<file path="config.mk">
export PLATFORM = sky130hd
export DESIGN_NAME = hazard_stall_ctrl
export DESIGN_NICKNAME = d
export VERILOG_FILES = /design/src/rtl/hazard_stall_ctrl.sv
export SDC_FILE = /design/constraint.sdc
export NUM_CORES = 1
export LEC_CHECK = 0
export CAP_MARGIN = 5
export CELL_PAD_IN_SITES_DETAIL_PLACEMENT = 2
export CELL_PAD_IN_SITES_GLOBAL_PLACEMENT = 2
export CORE_MARGIN = 2
export CORE_UTILIZATION = 20
export CTS_CLUSTER_DIAMETER = 100
export DETAILED_ROUTE_END_ITERATION = 10
export GPL_TIMING_DRIVEN = 0
export PLACE_DENSITY_LB_ADDON = 0.3
export SLEW_MARGIN = 10
export SYNTH_ARGS = -nofsm -noshare
export SYNTH_HDL_FRONTEND = slang
export SYNTH_SLANG_ARGS = --single-unit
</file>
<file path="constraint.sdc">
create_clock -name clk -period 3.3 [get_ports clk]
set_input_delay 0.495 -clock clk [delete_from_list [all_inputs] [get_ports clk]]
set_output_delay 0.495 -clock clk [all_outputs]
set_load 0.1 [all_outputs]
</file>
<file path="src/rtl/hazard_stall_ctrl.sv">
// Hazard/stall controller for the 5-stage MIPS pipeline: load-use, branch/jump flush, MDU occupancy.
// Optional stall performance counter enabled by defining HAZ_PERF_CNT_EN.
module hazard_stall_ctrl #(
    parameter int unsigned MUL_LAT = 4,
    parameter int unsigned DIV_LAT = 32,
    parameter int unsigned CNT_W   = 6
) (
    input  logic        clk,
    input  logic        reset,
    input  logic [4:0]  rs_id,
    input  logic [4:0]  rt_id,
    input  logic        use_rs_id,
    input  logic        use_rt_id,
    input  logic        memrd_ex,
    input  logic [4:0]  rt_ex,
    input  logic        branch_taken_ex,
    input  logic        jump_id,
    input  logic        mdu_op_id,
    input  logic        mdu_div_id,
    input  logic        hilo_rd_id,
    output logic        pc_we,
    output logic        ifid_we,
    output logic        ifid_flush,
    output logic        idex_null,
    output logic        mdu_busy,
    output logic [31:0] stall_cnt
);

    typedef enum logic {
        IDLE     = 1'b0,
        MDU_BUSY = 1'b1
    } state_t;

    localparam logic [CNT_W-1:0] MUL_LOAD = CNT_W'(MUL_LAT);
    localparam logic [CNT_W-1:0] DIV_LOAD = CNT_W'(DIV_LAT);
    localparam logic [CNT_W-1:0] CNT_ONE  = CNT_W'(1);

    state_t           state;
    state_t           state_nxt;
    logic [CNT_W-1:0] busy_cnt;
    logic [CNT_W-1:0] busy_cnt_nxt;
    logic             load_use;
    logic             mdu_stall;
    logic             stall;
    logic             issue;

    // State register; reset clears any in-flight MDU occupancy immediately
    always_ff @(posedge clk or posedge reset) begin
        if (reset) begin
            state    <= IDLE;
            busy_cnt <= '0;
        end else begin
            state    <= state_nxt;
            busy_cnt <= busy_cnt_nxt;
        end
    end

    // Hazard detection, pipeline control priority and MDU sequencing
    always_comb begin
        state_nxt    = state;
        busy_cnt_nxt = busy_cnt;
        pc_we        = 1'b1;
        ifid_we      = 1'b1;
        ifid_flush   = 1'b0;
        idex_null    = 1'b0;

        mdu_busy  = (state == MDU_BUSY);
        load_use  = memrd_ex && (rt_ex != 5'd0) &&
                    ((use_rs_id && (rs_id == rt_ex)) || (use_rt_id && (rt_id == rt_ex)));
        mdu_stall = mdu_busy && (hilo_rd_id || mdu_op_id);
        stall     = load_use || mdu_stall;
        issue     = mdu_op_id && !stall && !branch_taken_ex;

        if (reset) begin
            pc_we      = 1'b0;
            ifid_we    = 1'b0;
            ifid_flush = 1'b1;
            idex_null  = 1'b1;
        end else if (branch_taken_ex) begin
            ifid_flush = 1'b1;
            idex_null  = 1'b1;
        end else if (stall) begin
            pc_we      = 1'b0;
            ifid_we    = 1'b0;
            idex_null  = 1'b1;
        end else if (jump_id) begin
            ifid_flush = 1'b1;
        end

        case (state)
            IDLE: begin
                if (issue) begin
                    busy_cnt_nxt = mdu_div_id ? DIV_LOAD : MUL_LOAD;
                    state_nxt    = MDU_BUSY;
                end
            end
            MDU_BUSY: begin
                // Older MDU op is committed, so a taken branch does not cancel it
                if (busy_cnt <= CNT_ONE) begin
                    busy_cnt_nxt = '0;
                    state_nxt    = IDLE;
                end else begin
                    busy_cnt_nxt = busy_cnt - CNT_ONE;
                end
            end
            default: begin
                busy_cnt_nxt = '0;
                state_nxt    = IDLE;
            end
        endcase
    end

`ifdef HAZ_PERF_CNT_EN
    logic [31:0] perf_q;

    // Saturating count of cycles lost to real (non-squashed) stalls
    always_ff @(posedge clk or posedge reset) begin
        if (reset) begin
            perf_q <= 32'h0;
        end else if (stall && !branch_taken_ex && (perf_q != 32'hFFFF_FFFF)) begin
            perf_q <= perf_q + 32'd1;
        end
    end

    assign stall_cnt = perf_q;
`else
    assign stall_cnt = 32'h0;
`endif

endmodule
</file>
==> results of run 1 <==
-- power breakdown --
| part | switching (mW) | internal (mW) |
|---|---|---|
| combinational | 0.461 | 0.215 |
| sequential | 0.0535 | 0.131 |
| clock | 0.0391 | 0.0837 |
| total | 0.554 | 0.430 |
-- layout make-up --
type | count | area share
multi-input cells | 96 | 0.422
repair buffers | 29 | 0.197
plain buffers | 34 | 0.174
flip-flops and latches | 7 | 0.121
well taps | 52 | 0.0448
clock buffers | 4 | 0.0310
inverters | 4 | 0.0103
-- cell usage in the layout (no fill, tap or decap), types with 2 or more instances in the layout --
cell type	count
a21oi_1	5
and3_1	2
buf_4	34
clkbuf_8	3
clkdlybuf4s15_2	2
clkdlybuf4s50_1	25
conb_1	32
dfrtp_1	7
ha_1	2
inv_1	3
nand2_1	3
nand2b_1	2
nand3_1	2
nand4_1	2
nor2_1	7
nor3_1	3
o21ai_0	2
o31ai_1	2
xnor2_1	11
-- layer usage --
| layer | share of wire | wire (µm) |
|---|---|---|
| met1 | 0.38 | 1080 |
| met5 | 0 | 0 |
| met4 | 0.015 | 42 |
| met2 | 0.54 | 1530 |
| met3 | 0.069 | 198 |
-- sequential cells by signal (all words and copies together) (netlist names) --
name	cells
busy_cnt	6
mdu_busy	1
-- worst max-delay path, delay by kind of cell --
family | cells | cell delay (ps)
buf+inv | 2 | 1050
simple gates | 1 | 580
compound gates | 3 | 560
-- what timing repair did --
item / CTS / global route
setup endpoints to repair: 4 / 1
pin swaps: 0 / 0
resized for setup: 9 / 2
-- worst max-delay path by stage --
stage,startpoint,to,cells past startpoint
finish,rt_ex[1],ifid_we,6
global route,rt_ex[1],ifid_we,6
CTS,rt_ex[1],idex_null,7
detailed placement,rt_ex[1],pc_we,7
global placement,rt_ex[1],pc_we,7
floorplan,rt_ex[1],pc_we,5
-- logic make-up after synthesis --
group | Yosys count | share of synthesized area
adders and majority gates | 2 | 0.0266
buffers and inverters | 38 | 0.285
xor gates and xnor gates | 11 | 0.103
other | 1 | 0.00399
DFF | 7 | 0.186
AOI/OAI and AO/OA | 22 | 0.218
and+or+nand+nor | 29 | 0.177
-- metrics by stage --
| stage | utilization | worst slack (ps) |
|---|---|---|
| 3_3_place_gp | 0.318 | -529 |
| 6_report | 0.327 | 111 |
| 3_5_place_dp | 0.318 | -568 |
| 2_1_floorplan | - | 217 |
| 4_1_cts | 0.327 | 1.30 |
| 5_1_grt | 0.327 | 48.3 |
==> reports/metrics.yaml, run 1 <==
reg2reg_slack_ps: 1590
drt-pass1-iter-count: 4
timing.slew.headroom: 0.351
power_uw: 984
routed_wl_mm: 2.85
ys_types: 39
drc_errors: 0
synth_edf_count: 0
hold_ws_ps: 590
cts_made_buffers: 3
vias: 930
power.density_nw_per_um2: 678
hold_class: "in -> async"
hold_viol_final: 0
gr-total-overflow: 0
die-area_um2: 5260
synth_top_cells_by_count: "buf_4 (33), xnor2_1 (11), dfrtp_1 (7), nor2_1 (7), a21oi_1 (5)"
grt_max_degree: 10
synthDominantCellAreaShare: 0.264
dieHeight_um: 72.5
power.leakage_nw: 0.671
coreArea_um2: 4440
max_stage_delay_ps: 580
outcome: "complete, no violations"
met1_usage: 0.110
syn_inst: 110
grtUsageMet2: 0.217
arrival_ps: 2690
layoutNonFillerInstCount: 226
grt_pass1_wl_mm: 4.44
synthMostInstantiatedCell: "buf_4"
initial_utilization: 0.211
n_antenna_cell: 0
seq_area_um2: 175
ys.flop_type: "dfrtp_1"
nets: 202
critPathLaunchType: "input port"
busiest_layer: "met2"
drive_above_1_share: 0.293
ctsHoldBuffers: 0
finalMaxSlewViolations: 0
ys_ff_latch: 7
antenna_found_initial: 0
fmax_ghz: 0.314
vdd_drop_max_mv: 0.184
ys_seq_area_frac: 0.186
async_reset_ff_frac: 1.00
cts_sinks: 7
worstPathRequired_ps: 2800
tritoncts: "built"
clockBufferDepth: 2
fin_tns_setup_ps: 0
yosysWarningCount: 0
rsz0062_at_grt: "no"
path_cells: "clkdlybuf4s50_1 > or4_4 > o21a_4 > a21oi_2 > o21a_1 > clkdlybuf4s15_2"
dp_hpwl_mm: 2.42
cp_slowest_cell: "or4_4"
htreeDepth: 1
tightest_slew_ps: 970
r2r_start: "busy_cnt[2]$_DFFE_PP0P_"
wl_per_cell_um: 12.6
fin_crit_ps: 3190
crit_path_end_kind: "output pin"
place_area_um2: 1410
syn_avg_cell_area_um2: 8.54
clock_latency_ps: 230
grt_use_total: 0.109
area_delta_synth_final_pct: 54.5
fillerInstances: 524
r2r_end: "busy_cnt[2]$_DFFE_PP0P_"
use_met3: 0.0167
synth_top_cell_by_area: "buf_4"
die_x_um: 72.5
finalSetupViolations: 0
vias_per_cell: 4.12
final_design_area_no_fill_um2: 1450
io_pins: 62
antenna_left: 0
finalClockSkew_ps: 0.737
cts_setup_buffers: 0
io_buffers: 29
grt_pass1_vias: 980
netlist_area_um2: 940
clk_pin_slew_ps: 40
reg2reg_depth: 5
gp_congestion: 0.751
row_count: 24
worstPathMaxFanout: 5
critPathKind: "in -> out"
max_cap_viol_count: 0
fin_crit_sh: 0.967
root_buffer: "clkbuf_8"
multiInputGateArea_um2: 613
dp_cells: 222
synth_area_leaders: "buf_4 (26%), dfrtp_1 (19%), xnor2_1 (10%), nor2_1 (2.8%), a21oi_1 (2.7%)"
drt_iter0_markers: 9
Note: power is estimated with default switching activity, not from simulation.
==> run 2: changes to the inputs <==
--- a/config.mk
+++ b/config.mk
@@ -9,7 +9,8 @@
 export CELL_PAD_IN_SITES_DETAIL_PLACEMENT = 2
 export CELL_PAD_IN_SITES_GLOBAL_PLACEMENT = 2
 export CORE_MARGIN = 2
-export CORE_UTILIZATION = 20
+export CORE_UTILIZATION = 21
+export CTS_BUF_LIST = sky130_fd_sc_hd__clkbuf_4
 export CTS_CLUSTER_DIAMETER = 100
 export DETAILED_ROUTE_END_ITERATION = 10
 export GPL_TIMING_DRIVEN = 0
==> reports/metrics.yaml, run 2 (same netlist as run 1, synthesis figures left out) <==
gp_congestion: 0.808  # was 0.751
vias: 913  # was 930
drc_errors: 0  # unchanged
die-area_um2: 5030  # was 5260 µm²
largest_reg_flops: 6  # unchanged
gr-total-overflow: 0  # unchanged
fin_crit_ps: 3180  # was 3190 ps
final_common_cell: "buf_4"  # unchanged
io_buffers: 29  # unchanged
cts_sinks: 7  # unchanged
multiInputGateArea_um2: 613  # unchanged
max_flop_register: "busy_cnt"  # unchanged
initial_utilization: 0.217  # was 0.211
place_ws_ps: -544  # was -568 ps
clockBufferDepth: 2  # unchanged
outcome: "complete, no violations"  # unchanged
antenna_left: 0  # unchanged
crit_path_end_kind: "output pin"  # unchanged
fillerInstances: 526  # was 524
die_x_um: 70.9  # was 72.5 µm
dp_hpwl_mm: 2.31  # was 2.42 mm
area_delta_synth_final_pct: 52.3  # was 54.5%
ctsHoldBuffers: 0  # unchanged
grt_pass1_wl_mm: 4.49  # was 4.44 mm
finalSetupViolations: 0  # unchanged
hold_class: "in -> async"  # unchanged
fmax_ghz: 0.314  # about the same
power.leakage_nw: 0.665  # was 0.671 nW
drt_iter0_markers: 5  # was 9
fin_crit_sh: 0.965  # was 0.967
tightest_slew_ps: 972  # was 970 ps
clk_pin_slew_ps: 60  # was 40 ps
routed_wl_mm: 2.69  # was 2.85 mm
wl_per_cell_um: 11.9  # was 12.6 µm
grt_pass1_vias: 972  # was 980
dp_cells: 222  # unchanged
tritoncts: "built"  # unchanged
power.density_nw_per_um2: 649  # was 678 nW/µm²
drt-pass1-iter-count: 2  # was 4
critPathKind: "in -> out"  # unchanged
timing.slew.headroom: 0.350  # was 0.351
finalMaxSlewViolations: 0  # unchanged
row_count: 24  # unchanged
rsz0062_at_grt: "no"  # unchanged
n_antenna_cell: 0  # unchanged
root_buffer: "clkbuf_4"  # was clkbuf_8
htreeDepth: 1  # unchanged
grt_use_total: 0.109  # about the same
worstPathMaxFanout: 5  # unchanged
hold_viol_final: 0  # unchanged
antenna_found_initial: 0  # unchanged
finalClockSkew_ps: 4.05  # was 0.737 ps
worstPathRequired_ps: 2800  # about the same
dieHeight_um: 70.9  # was 72.5 µm
fin_tns_setup_ps: 0  # unchanged
vias_per_cell: 4.04  # was 4.12
final_cell_mix: "buf_4 (33), conb_1 (32), clkdlybuf4s50_1 (25)"  # was buf_4 (34), conb_1 (32), clkdlybuf4s50_1 (25)
power_uw: 929  # was 984 µW
critPathLaunchType: "input port"  # unchanged
clock_latency_ps: 260  # was 230 ps
seq_area_um2: 175  # unchanged
arrival_ps: 2690  # about the same
io_pins: 62  # unchanged
vdd_drop_max_mv: 0.169  # was 0.184 mV
drive_above_1_share: 0.299  # was 0.293
nets: 202  # unchanged
hold_ws_ps: 569  # was 590 ps
fin_ws_ps: 116  # was 111 ps
grt_max_degree: 10  # unchanged
layoutNonFillerInstCount: 226  # unchanged
cts_made_buffers: 3  # unchanged
max_cap_viol_count: 0  # unchanged
coreArea_um2: 4320  # was 4440 µm²
==> run 2: what timing repair did <==
item | 4_1_cts | 5_1_grt
endpoints found under the setup margin | 4 | 2
buffers inserted | 0 | 0
resized for setup | 11 | 3
==> run 2: routing by layer <==
metal,track usage,up-vias,part of all wire
li1,-,445,-
met1,0.115,434,0.37
met2,0.213,34,0.56
met3,0.0356,0,0.064
met4,0.0126,0,0
met5,0,-,0
==> run 2: path summary, 6_finish.rpt <==
kind,from,endpoint,slack [ps],depth (start not counted)
min reg2reg,busy_cnt[4]$_DFFE_PP0P_,busy_cnt[4]$_DFFE_PP0P_,600,2
max,rt_ex[1],ifid_we,120,6
min in group clk,busy_cnt[4]$_DFFE_PP0P_,busy_cnt[4]$_DFFE_PP0P_,600,2
min,reset,mdu_busy$_DFF_PP0_,570,2
max in group asynchronous,reset,busy_cnt[5]$_DFFE_PP0P_,2470,2
max reg2reg,busy_cnt[2]$_DFFE_PP0P_,busy_cnt[2]$_DFFE_PP0P_,1570,5
==> run 2: final cells by class <==
cell class | count | share of cell area
clock inverters | 1 | 0.00350
repair buffers | 29 | 0.198
clock buffers | 3 | 0.0157
plain buffers | 34 | 0.177
inverters | 4 | 0.0105
well taps | 52 | 0.0455
flip-flops and latches | 7 | 0.122
multi-input cells | 96 | 0.428
==> run 2: critical path, stage by stage <==
cell	delay [ps]
clkdlybuf4s50_1	470
or4_4	570
o21a_4	240
a21oi_2	170
o21a_1	160
clkdlybuf4s15_2	570
==> run 2: power breakdown <==
part	leakage (nW)	switching, mW	internal [mW]
Sequential	0.0841	0.0508	0.131
Clock	0.0177	0.0362	0.0445
Combinational	0.564	0.453	0.214
==> run 2: through the flow <==
stage	util	instance area, µm²
floorplan	-	1060
global placement	0.326	1410
detailed placement	0.326	1410
CTS	0.334	1440
global route	0.331	1430
finish	0.331	1430
==> run 3: changes to the inputs <==
--- a/config.mk
+++ b/config.mk
@@ -5,6 +5,7 @@
 export SDC_FILE = /design/constraint.sdc
 export NUM_CORES = 1
 export LEC_CHECK = 0
+export ABC_AREA = 0
 export CAP_MARGIN = 5
 export CELL_PAD_IN_SITES_DETAIL_PLACEMENT = 2
 export CELL_PAD_IN_SITES_GLOBAL_PLACEMENT = 2
==> results of run 3 <==
Final layout, timing and power as in run 2 (identical DEF).
